--- config.mk ---
export PLATFORM = sky130hd
export DESIGN_NAME = pipeline_hazard_ctrl
export DESIGN_NICKNAME = d
export VERILOG_FILES = /design/src/rtl/pipeline_hazard_ctrl_pkg.sv /design/src/rtl/pipeline_hazard_ctrl_sat_counter.sv /design/src/rtl/pipeline_hazard_ctrl.sv
export SDC_FILE = /design/constraint.sdc
export NUM_CORES = 1
export LEC_CHECK = 0
export BUFFER_PORTS_ARGS = -buffer_cell sky130_fd_sc_hd__buf_2
export CAP_MARGIN = 10
export CORE_ASPECT_RATIO = 0.5
export CORE_MARGIN = 3
export CORE_UTILIZATION = 48
export DETAILED_ROUTE_END_ITERATION = 8
export MAX_ROUTING_LAYER = met4
export PLACE_DENSITY = 0.76
export SYNTH_ARGS = -nofsm -noshare
export SYNTH_HDL_FRONTEND = slang
export SYNTH_SLANG_ARGS = --single-unit
export TNS_END_PERCENT = 100
--- constraint.sdc ---
create_clock -name clk -period 1.9 [get_ports clk]
set_clock_uncertainty 0.05 [all_clocks]
set_input_delay 0.19 -clock clk [delete_from_list [all_inputs] [get_ports clk]]
set_output_delay 0.19 -clock clk [all_outputs]
set_load 0.01 [all_outputs]
--- src/rtl/pipeline_hazard_ctrl_pkg.sv ---
// Shared types and default constants for the pipeline hazard controller.
package pipeline_hazard_ctrl_pkg;

  // Controller states: normal operation, waiting on I$ or D$, and the
  // terminal watchdog state that only reset can leave.
  typedef enum logic [1:0] {
    ST_IDLE  = 2'd0,
    ST_IMISS = 2'd1,
    ST_DMISS = 2'd2,
    ST_HUNG  = 2'd3
  } state_t;

  localparam int DEF_REG_ADDR_W  = 5;
  localparam int DEF_CNT_W       = 32;
  localparam int DEF_TIMEOUT_CYC = 1024;

endpackage

--- src/rtl/pipeline_hazard_ctrl_sat_counter.sv ---
// Saturating up-counter with synchronous clear; holds at all-ones.
module sat_counter
  import pipeline_hazard_ctrl_pkg::*;
#(
  parameter int CNT_W = DEF_CNT_W
) (
  input  logic             clk,
  input  logic             clr,
  input  logic             inc,
  output logic [CNT_W-1:0] count_o
);

  logic [CNT_W-1:0] count_q;
  logic [CNT_W-1:0] count_d;

  // Next count: step by one unless already saturated.
  always_comb begin
    count_d = count_q;
    if (inc && (count_q != '1)) begin
      count_d = count_q + 1'b1;
    end
  end

  // Count register with synchronous clear.
  always_ff @(posedge clk) begin
    if (clr) begin
      count_q <= '0;
    end else begin
      count_q <= count_d;
    end
  end

  assign count_o = count_q;

endmodule

--- src/rtl/pipeline_hazard_ctrl.sv ---
// Pipeline hazard controller: load-use, taken-branch and cache-miss stall
// generation with a miss watchdog and a saturating stall-cycle counter.
//
// Handshake note: icache_ready / dcache_ready are level "can complete this
// cycle" qualifiers; the hazard outputs respond in the same cycle and the
// pipeline advances on a rising edge only when the relevant stall is low.
module pipeline_hazard_ctrl
  import pipeline_hazard_ctrl_pkg::*;
#(
  parameter int REG_ADDR_W   = DEF_REG_ADDR_W,
  parameter int CNT_W        = DEF_CNT_W,
  parameter int TIMEOUT_CYC  = DEF_TIMEOUT_CYC,
  parameter bit X0_HARDWIRED = 1'b1
) (
  input  logic                  clk,
  input  logic                  rst,
  input  logic                  icache_ready,
  input  logic                  dcache_ready,
  input  logic [REG_ADDR_W-1:0] id_rs1,
  input  logic [REG_ADDR_W-1:0] id_rs2,
  input  logic [REG_ADDR_W-1:0] ex_rd,
  input  logic                  ex_mem_read,
  input  logic                  branch_taken,
  output logic                  stall_pc,
  output logic                  stall_ifid,
  output logic                  flush_ifid,
  output logic                  bubble_idex,
  output logic                  stall_all,
  output logic [CNT_W-1:0]      stall_cycles,
  output logic                  timeout,
  output state_t                dbg_state
);

  // Watchdog only needs to reach TIMEOUT_CYC-1; the trip fires on the
  // cycle whose increment would land on that value.
  localparam int WD_W = (TIMEOUT_CYC > 2) ? $clog2(TIMEOUT_CYC) : 1;
  localparam logic [WD_W-1:0] WD_TRIP = WD_W'(TIMEOUT_CYC - 2);

  state_t          state_q, state_d;
  logic [WD_W-1:0] wd_q, wd_d;
  logic            timeout_q, timeout_d;
  logic            load_use;
  logic            miss_pending;
  logic            any_stall;

  assign load_use = ex_mem_read
                  && ((ex_rd == id_rs1) || (ex_rd == id_rs2))
                  && !(X0_HARDWIRED && (ex_rd == '0));

  // Same-cycle hazard response, resolved strictly by priority.
  always_comb begin
    stall_pc    = 1'b0;
    stall_ifid  = 1'b0;
    flush_ifid  = 1'b0;
    bubble_idex = 1'b0;
    stall_all   = 1'b0;
    if (!rst) begin
      if ((state_q == ST_HUNG) || !dcache_ready) begin
        stall_all = 1'b1;
      end else if (branch_taken) begin
        flush_ifid  = 1'b1;
        bubble_idex = 1'b1;
        stall_pc    = !icache_ready;
      end else if (load_use) begin
        stall_pc    = 1'b1;
        stall_ifid  = 1'b1;
        bubble_idex = 1'b1;
      end else if (!icache_ready) begin
        stall_pc   = 1'b1;
        flush_ifid = 1'b1;
      end
    end
  end

  // Next state, watchdog and sticky timeout; the watchdog overrides all.
  always_comb begin
    state_d      = state_q;
    wd_d         = '0;
    timeout_d    = timeout_q;
    miss_pending = ((state_q == ST_IMISS) && !icache_ready && dcache_ready)
                || ((state_q == ST_DMISS) && !dcache_ready);
    if (miss_pending) begin
      wd_d = wd_q + 1'b1;
    end
    case (state_q)
      ST_IDLE: begin
        if (!dcache_ready) begin
          state_d = ST_DMISS;
        end else if (!icache_ready && !branch_taken && !load_use) begin
          state_d = ST_IMISS;
        end
      end
      ST_IMISS: begin
        if (!dcache_ready) begin
          state_d = ST_DMISS;
        end else if (icache_ready) begin
          state_d = ST_IDLE;
        end
      end
      ST_DMISS: begin
        if (dcache_ready) begin
          state_d = ST_IDLE;
        end
      end
      ST_HUNG: state_d = ST_HUNG;
      default: state_d = ST_IDLE;
    endcase
    if (miss_pending && (wd_q == WD_TRIP)) begin
      state_d   = ST_HUNG;
      timeout_d = 1'b1;
      wd_d      = '0;
    end
  end

  // Controller state registers with synchronous reset.
  always_ff @(posedge clk) begin
    if (rst) begin
      state_q   <= ST_IDLE;
      wd_q      <= '0;
      timeout_q <= 1'b0;
    end else begin
      state_q   <= state_d;
      wd_q      <= wd_d;
      timeout_q <= timeout_d;
    end
  end

  assign any_stall = stall_pc | stall_ifid | bubble_idex | stall_all;

  sat_counter #(
    .CNT_W(CNT_W)
  ) u_stall_cnt (
    .clk    (clk),
    .clr    (rst),
    .inc    (any_stall),
    .count_o(stall_cycles)
  );

  assign timeout   = timeout_q;
  assign dbg_state = state_q;

endmodule

==> out/metrics.yaml, run 1 <==
layout:
  final_cells: 458
  fill_cells: 315
  drive_above_1_share: 0.4617
  fin_nets: 415
  antenna_cells: 0
  layout.area.seq_sq_um: 935.9
  syn2layout_area_growth_pct: 47.63
  fin_util: 0.7688
  multiInputGateArea_sq_um: 1722
timing:
  worst_pin_slew_ns: 0.4290
  setup_viol: 8
  layout_setup_ws_ns: -0.04982
  whs_ns: 0.1287
  period_share: 1.026
  drv_slew: 0
  period_needed_ns: 1.950
  relSlewSlack: 0.7140
  hold_violations: 0
  rsz0062_at_grt: "yes"
  fmax_mhz: 512.9
die:
  num_rows: 17
  die-height_um: 56.04
  initial_core_util: 0.5207
  dieArea_sq_um: 5944
  core_area_sq_um: 4616
  io_pins: 61
  die_width_um: 106.1
outcome:
  violations: "negative setup slack"
  outcome: "complete, but fails checks"
yosys:
  ys_ff_latch: 45
  synth_area_sq_um: 2404
  synth_area_leaders: "dfxtp_1 (37%), xnor2_1 (11%), nor2_1 (9.2%)"
  synth_area_leader_cell: "dfxtp_1"
  synth_adder_area_share: 0.01562
  synth-xor-area-share: 0.1530
  syn-num-nets: 313
  synthArstFlopShare: 0
  netlist_instances: 289
  synth_compound_area_frac: 0.06455
  avgSynthCellArea_sq_um: 8.317
  synth_edf_count: 0
  yosysSeqAreaShare: 0.3748
  ys_types: 43
  synthMuxAreaShare: 0.01093
  synth_simple_gate_area_share: 0.3483
  synth_top_area_share: 0.3748
  synth_top_family_by_area: "simple AND/OR/NAND/NOR gates"
  synthFlopType: "dfxtp_1"
  yosysWarnings: 0
clock_network:
  cts_buffer_depth: 2
  cts_root_buf: "clkbuf_8"
  cts_made_buffers: 5
  cts_sinks: 45
  tritoncts: "yes"
  cts_htree_levels: 2
  cts.clk_slew.worst_paths_ns: 0.08
  clock_latency_ns: 0.30
  cts_hold_buf: 0
pwr:
  p_per_area_nw_per_um2: 532.6
  peakVddDrop_v: 0.0003018
  leakagePower_nw: 1.424
critical_path:
  cp-end-kind: "register"
  arrival_ns: 2.13
  crit_path_start_kind: "register"
  path_class: "reg2reg"
  crit_required_ns: 2.08
  crit_fanout: 6
place:
  dp_cells: 446
  place_hpwl_um: 4381
  numPortBuffers: 60
  gp_congestion: 0.8471
routing:
  drt_first_pass_iters: 4
  wl_per_cell_um: 14.04
  vias: 2430
  post_drt_via_cell_ratio: 5.306
  drtIter0Drc: 97
  wl_um: 6429
  drc: 0
  drtAntennaViolNets: 0
global_route:
  grt_max_degree: 41
  track_usage: 0.2087
  overflow: 0
  grt_pass1_wl_um: 9984
  grt_pass1_vias: 2286
  antenna_found_initial: 0
job:
  max_cap_violations: 0
worst_hold_path:
  hp-class: "in2reg"
-- layout make-up --
cell class                 count  share of cell area
timing repair buffer         107              0.1918
tap                           66             0.02327
clock inverter                 1            0.008463
sequential                    45              0.2638
clock buffer                   7             0.02433
multi-input combinational    229              0.4852
inverter                       3            0.003173
-- worst max-delay path, stage by stage (launching register included) --
cell and delay, ns:
dfxtp_4 0.38, and4_4 0.22, nand4_1 0.15, buf_4 0.20, a211oi_4 0.25, nand2_2 0.16
or3_1 0.33, a21oi_1 0.15
-- what timing repair did --
action | 4_1_cts | 5_1_grt
pin swaps | 5 | 13
setup endpoints to repair | 29 | 33
resized for setup | 16 | 45
buffers inserted | 1 | 3
-- power by group --
group	internal, mW	leakage, nW	switching, mW
Combinational	0.0806	0.993	0.110
Clock	0.429	0.0585	0.322
Sequential	0.942	0.373	0.00687
-- metrics by stage --
stage	setup TNS [ns]	power (mW)	area, sq um	setup WS [ns]
after floorplan	-0.1505	1.064	2474	-0.07927
after global placement	-4.442	1.134	3113	-0.1988
after detailed placement	-6.446	1.142	3113	-0.2855
after CTS	-0.06712	1.886	3317	-0.03716
after global routing	-2.324	1.964	3548	-0.1328
final	-0.1502	1.890	3548	-0.04982
-- cells in the final DEF, fill, tap and decap left out, drive strengths merged, types with 2 or more instances in the layout --
master | Yosys | layout
nor2b | 2 | 2
nand2 | 15 | 15
and2 | 2 | 2
nor2 | 59 | 59
nand4 | 7 | 7
xor2 | 12 | 12
or3 | 6 | 6
or2 | 2 | 2
nor3 | 16 | 16
buf | 7 | 107
xnor2 | 30 | 30
a21oi | 9 | 9
dfxtp | 45 | 45
ha | 3 | 3
and3 | 8 | 8
nand3 | 17 | 17
clkbuf | 5 | 7
nand2b | 3 | 3
nor4b | 3 | 3
nor4 | 6 | 6
mux2 | 2 | 2
inv | 3 | 3
nor3b | 4 | 4
a211oi | 2 | 2
and4 | 4 | 4
o21ai | 9 | 9
-- cell families after synthesis --
kind of cell               Yosys count
and+or+nand+nor                    156
DFF                                 45
xor gates and xnor gates            42
AOI/OAI and AO/OA                   26
buffers and inverters               15
adders and majority gates            3
muxes                                2
-- sequential cells by signal (all words and copies together) (netlist names) --
signal	cells
timeout	1
dbg_state	2
u_stall_cnt.count_o	32
wd_q	10
-- cells in the mapped netlist (all sizes together), types with 2 or more instances --
master	instances
or3	6
nand3	17
nor2b	2
nor3b	4
inv	3
and4	4
mux2	2
nand2b	3
o21ai	9
nand2	15
or2	2
a211oi	2
nor4b	3
nor4	6
and3	8
nor3	16
xnor2	30
nor2	59
a21oi	9
nand4	7
xor2	12
clkbuf	5
buf	7
dfxtp	45
and2	2
ha	3
-- routing by layer --
metal  global-route usage  share of wire  up-vias
li1                     -              -     1196
met2               0.3723           0.50       75
met3              0.04287          0.057        9
met5                    -              0        -
met4              0.05351          0.012        0
met1               0.2417           0.43     1150
-- final timing paths --
check | start | to | slack, ns | depth (start not counted)
min | dcache_ready | dbg_state[1] | 0.13 | 3
max | u_stall_cnt.count_o[7] | u_stall_cnt.count_o[25] | -0.05 | 7
min reg2reg | wd_q[0] | wd_q[0] | 0.43 | 1
max reg2reg | u_stall_cnt.count_o[7] | u_stall_cnt.count_o[25] | -0.05 | 7
Power figures use the tool's default switching activity.
==> run 2, diff against run 1 <==
CORE_UTILIZATION = 57   (was 48)
GPL_TIMING_DRIVEN = 0   (was unset)
PLACE_DENSITY = 0.85   (was 0.76)
clock period = 2.5 ns   (was 1.9 ns; I/O delays follow)
==> run 2 against run 1 <==
The run now ends clean; first-iteration DRC count is 14% higher; power is 26% lower; flip-flop and latch count stayed put; non-clock buffer count is 36 lower; count of clock-buffer cells in the layout stayed put; worst setup slack better by 0.27 ns; die area is 15% lower; global-route usage is 2.6 points higher; cell area is 19% lower; largest cell class unchanged; largest power group unchanged; highest routed layer unchanged.
==> out/metrics.yaml, run 2 (synthesis results as in run 1) <==
routing:
  dr_wl_met2_um: 2720
  drtIter0Drc: 111
  wl_per_cell_um: 13.69
  wl_met1_um: 2445
  vias: 2218
  route.met3.wl_um: 346
  drtAntennaViolNets: 0
  highest_layer: "met4"
  drc: 0
  drt_first_pass_iters: 4
  post_drt_via_cell_ratio: 5.450
  wl_um: 5570
place:
  numPortBuffers: 60
  gp_congestion: 0.8251
  place_worst_setup_slack_ns: 0.1560
  place_hpwl_um: 4191
pwr:
  power.total_mw: 1.407
  leakagePower_nw: 1.110
  p_per_area_nw_per_um2: 487.4
  peakVddDrop_v: 0.0003317
timing:
  fmax_mhz: 438.1
  worst_pin_slew_ns: 0.5510
  period_share: 0.9130
  period_needed_ns: 2.283
  drv_slew: 0
  layout_setup_ws_ns: 0.2174
  setup_viol: 0
  whs_ns: 0.1165
  hold_violations: 0
  relSlewSlack: 0.6304
layout:
  fin_nets: 379
  layout_commonest_cell: "buf_2"
  layout.area.seq_sq_um: 900.9
  drive_above_1_share: 0.2416
  fill_cells: 292
  antenna_cells: 0
  largest_register_ffs: 32
  final_cell_mix: "buf_2 (63), nor2_1 (59), dfxtp_1 (45)"
  multiInputGateArea_sq_um: 1430
  syn2layout_area_growth_pct: 20.09
critical_path:
  crit_family: "simple AND/OR/NAND/NOR gates"
  cpPeakStageDelay_ns: 0.42
  crit_chain: "nand4_1 > or2_2 > clkbuf_1 > a211oi_1 > nand2_1 > or3_1 > a21oi_1"
  cp-end-kind: "register"
  crit_path_top_delay_cell: "dfxtp_1"
  crit_required_ns: 2.68
  arrival_ns: 2.46
  crit_fanout: 6
  crit_path_start_kind: "register"
  path_buf_inv: 1
  path_class: "reg2reg"
clock_network:
  cts_htree_levels: 2
  clock_latency_ns: 0.30
  post_cts.repair.setup_buffers: 0
  cts_buffer_depth: 2
  cts.clk_slew.worst_paths_ns: 0.08
  cts_made_buffers: 5
  cts_sinks: 45
  cts_hold_buf: 0
  tritoncts: "yes"
  post_cts_resized: 0
  cts_root_buf: "clkbuf_8"
global_route:
  antenna_found_initial: 0
  grt_pass1_vias: 2101
  grt_pass1_wl_um: 9439
  overflow: 0
  grt_max_degree: 14
  track_usage: 0.2348
die:
  die_width_um: 97.84
  die-height_um: 51.92
  num_rows: 15
  dieArea_sq_um: 5079
  core_area_sq_um: 3735
  io_pins: 61
  initial_core_util: 0.6436
outcome:
  outcome: "completed"
worst_hold_path:
  hp-class: "in2reg"
job:
  max_cap_violations: 0
## run 2: final cells by class
cell class | count | area share
Sequential cell | 45 | 0.3121
Timing Repair Buffer | 60 | 0.1040
Inverter | 3 | 0.003901
Clock inverter | 1 | 0.01040
Buffer | 11 | 0.02211
Multi-Input combinational cell | 229 | 0.4954
Clock buffer | 7 | 0.02991
Tap cell | 51 | 0.02211
## run 2: path summary, 6_finish.rpt
path	start	to	slack (ns)	cells past startpoint
max	u_stall_cnt.count_o[2]	u_stall_cnt.count_o[25]	0.22	7
min	dcache_ready	dbg_state[1]	0.12	2
min reg2reg	wd_q[0]	wd_q[0]	0.43	1
max reg2reg	u_stall_cnt.count_o[2]	u_stall_cnt.count_o[25]	0.22	7
## run 2: through the flow
step | cell area (sq um) | std cells | utilization | TNS, ns
2_1_floorplan | 2404 | 289 | - | 0
3_3_place_gp | 2768 | 400 | 0.7410 | 0
3_5_place_dp | 2768 | 400 | 0.7410 | 0
4_1_cts | 2884 | 408 | 0.7722 | 0
5_1_grt | 2887 | 407 | 0.7729 | -0.002751
6_report | 2887 | 407 | 0.7729 | 0
## run 2: layer usage
layer  track usage  vias to the layer above
met5             -                        -
li1              -                     1122
met2        0.4178                       70
met1        0.2709                     1016
met4       0.07126                        0
met3       0.05355                       10
## run 2: power breakdown
part           internal, mW  total [mW]  switching (mW)
Clock                 0.326       0.567           0.241
Combinational        0.0451       0.112          0.0665
Sequential            0.722       0.728         0.00671
Total                  1.09        1.41           0.314
==> run 3, diff against run 2 <==
RECOVER_POWER = 100   (was unset)
==> run 3 against run 2 <==
Sequential share of layout area up 0.83 points; largest cell class unchanged; cell area fell by 2.6%; first-iteration DRC count down 14%; die area is the same; critical endpoint is now u_stall_cnt.count_o[19]; sequential power about the same; global-route usage unchanged; count of clock-buffer cells in the layout unchanged; clock power barely moved; combinational power shrank 4%; utilization shrank 2.0 points.
==> out/metrics.yaml, run 3 (synthesis results as in run 1) <==
outcome:
  outcome: "completed"
critical_path:
  crit_chain: "ha_1 > inv_1 > nor3_2 > nand3_1 > nor2_1 > buf_4 > clkbuf_2 > nor3_1 > xnor2_1 > nor2_1"
  arrival_ns: 2.38
  cp-end-kind: "register"
  crit_required_ns: 2.61
  crit_top_cell: "nor2_1"
  crit_path_top_delay_cell: "dfxtp_1"
  r2r_start: "u_stall_cnt.count_o[0]"
  crit_family: "simple AND/OR/NAND/NOR gates"
  path_class: "reg2reg"
  crit_fanout: 10
  crit_path_start_kind: "register"
  path_buf_inv: 3
  cpPeakStageDelay_ns: 0.41
  crit_path_start: "u_stall_cnt.count_o[0]"
place:
  dp_cells: 400
  gp_congestion: 0.8251
  numPortBuffers: 60
  place_hpwl_um: 4191
timing:
  drv_slew: 0
  hold_violations: 0
  worst_pin_slew_ns: 0.5239
  relSlewSlack: 0.6487
  period_share: 0.9068
  period_needed_ns: 2.267
  fmax_mhz: 441.1
  timing.setup.tns_ns: 0
  setup_viol: 0
  whs_ns: 0.1156
  rsz0062_at_grt: "no"
layout:
  largest_register_ffs: 32
  fin_nets: 379
  drive_above_1_share: 0.1320
  syn2layout_area_growth_pct: 16.97
  final_cell_mix: "nor2_1 (59), dfxtp_1 (45), clkbuf_1 (43)"
  antenna_cells: 0
  layout_commonest_cell: "nor2_1"
  final_cells: 407
  fin_util: 0.7528
  multiInputGateArea_sq_um: 1409
  fill_cells: 317
  layout.area.seq_sq_um: 900.9
clock_network:
  cts.clk_slew.worst_paths_ns: 0.08
  clock_latency_ns: 0.30
  cts_sinks: 45
  cts_hold_buf: 0
  cts_root_buf: "clkbuf_8"
  cts_buffer_depth: 2
  post_cts_resized: 0
  post_cts.repair.setup_buffers: 0
  cts_made_buffers: 5
  cts_htree_levels: 2
  tritoncts: "yes"
die:
  initial_core_util: 0.6436
  core_area_sq_um: 3735
  io_pins: 61
  num_rows: 15
  die_width_um: 97.84
  die-height_um: 51.92
  dieArea_sq_um: 5079
pwr:
  leakagePower_nw: 0.9410
  power.total_mw: 1.404
  peakVddDrop_v: 0.0003305
  p_per_area_nw_per_um2: 499.5
global_route:
  track_usage: 0.2348
  grt_pass1_wl_um: 9439
  overflow: 0
  grt_pass1_vias: 2101
  grt_max_degree: 14
  antenna_found_initial: 0
routing:
  wl_um: 5553
  wl_per_cell_um: 13.64
  drt_first_pass_iters: 4
  drc: 0
  vias: 2228
  drtIter0Drc: 95
  drtAntennaViolNets: 0
  post_drt_via_cell_ratio: 5.474
worst_hold_path:
  hp-class: "in2reg"
  hp-start: "dcache_ready"
job:
  max_cap_violations: 0
[run 3: worst paths after layout]
kind	to	slack, ns	cells after the start
worst max-delay path	u_stall_cnt.count_o[19]	0.23	10
worst min-delay path	dbg_state[1]	0.12	2
worst max register to register	u_stall_cnt.count_o[19]	0.23	10
worst min register to register	wd_q[0]	0.43	1
[run 3: cell type report]
class | instances | area share
repair buffers | 60 | 0.08990
multi-input cells | 229 | 0.5011
well taps | 51 | 0.02270
plain buffers | 11 | 0.02047
inverters | 3 | 0.004005
flip-flops and latches | 45 | 0.3204
clock buffers | 7 | 0.03071
clock inverters | 1 | 0.01068
[run 3: power breakdown]
group	switching [mW]	internal, mW	leakage (nW)	total [mW]
registers	0.00680	0.722	0.363	0.728
clock network	0.242	0.326	0.0585	0.568
logic	0.0653	0.0420	0.519	0.107
[run 3: per-layer routing]
layer	GRT usage	routed length, um	share of wire	vias up
met4	0.07126	43	0.0077	0
met5	-	0	0	-
met1	0.2709	2480	0.45	1028
li1	-	-	-	1127
met3	0.05355	325	0.059	6
met2	0.4178	2704	0.49	67
[run 3: stage by stage]
stage	instance area (sq um)	worst slack (ns)
4_1_cts	2884	0.1201
5_1_grt	2811	0.0009990
2_1_floorplan	2404	0.4055
3_5_place_dp	2768	0.1560
3_3_place_gp	2768	0.1781
6_report	2811	0.2331
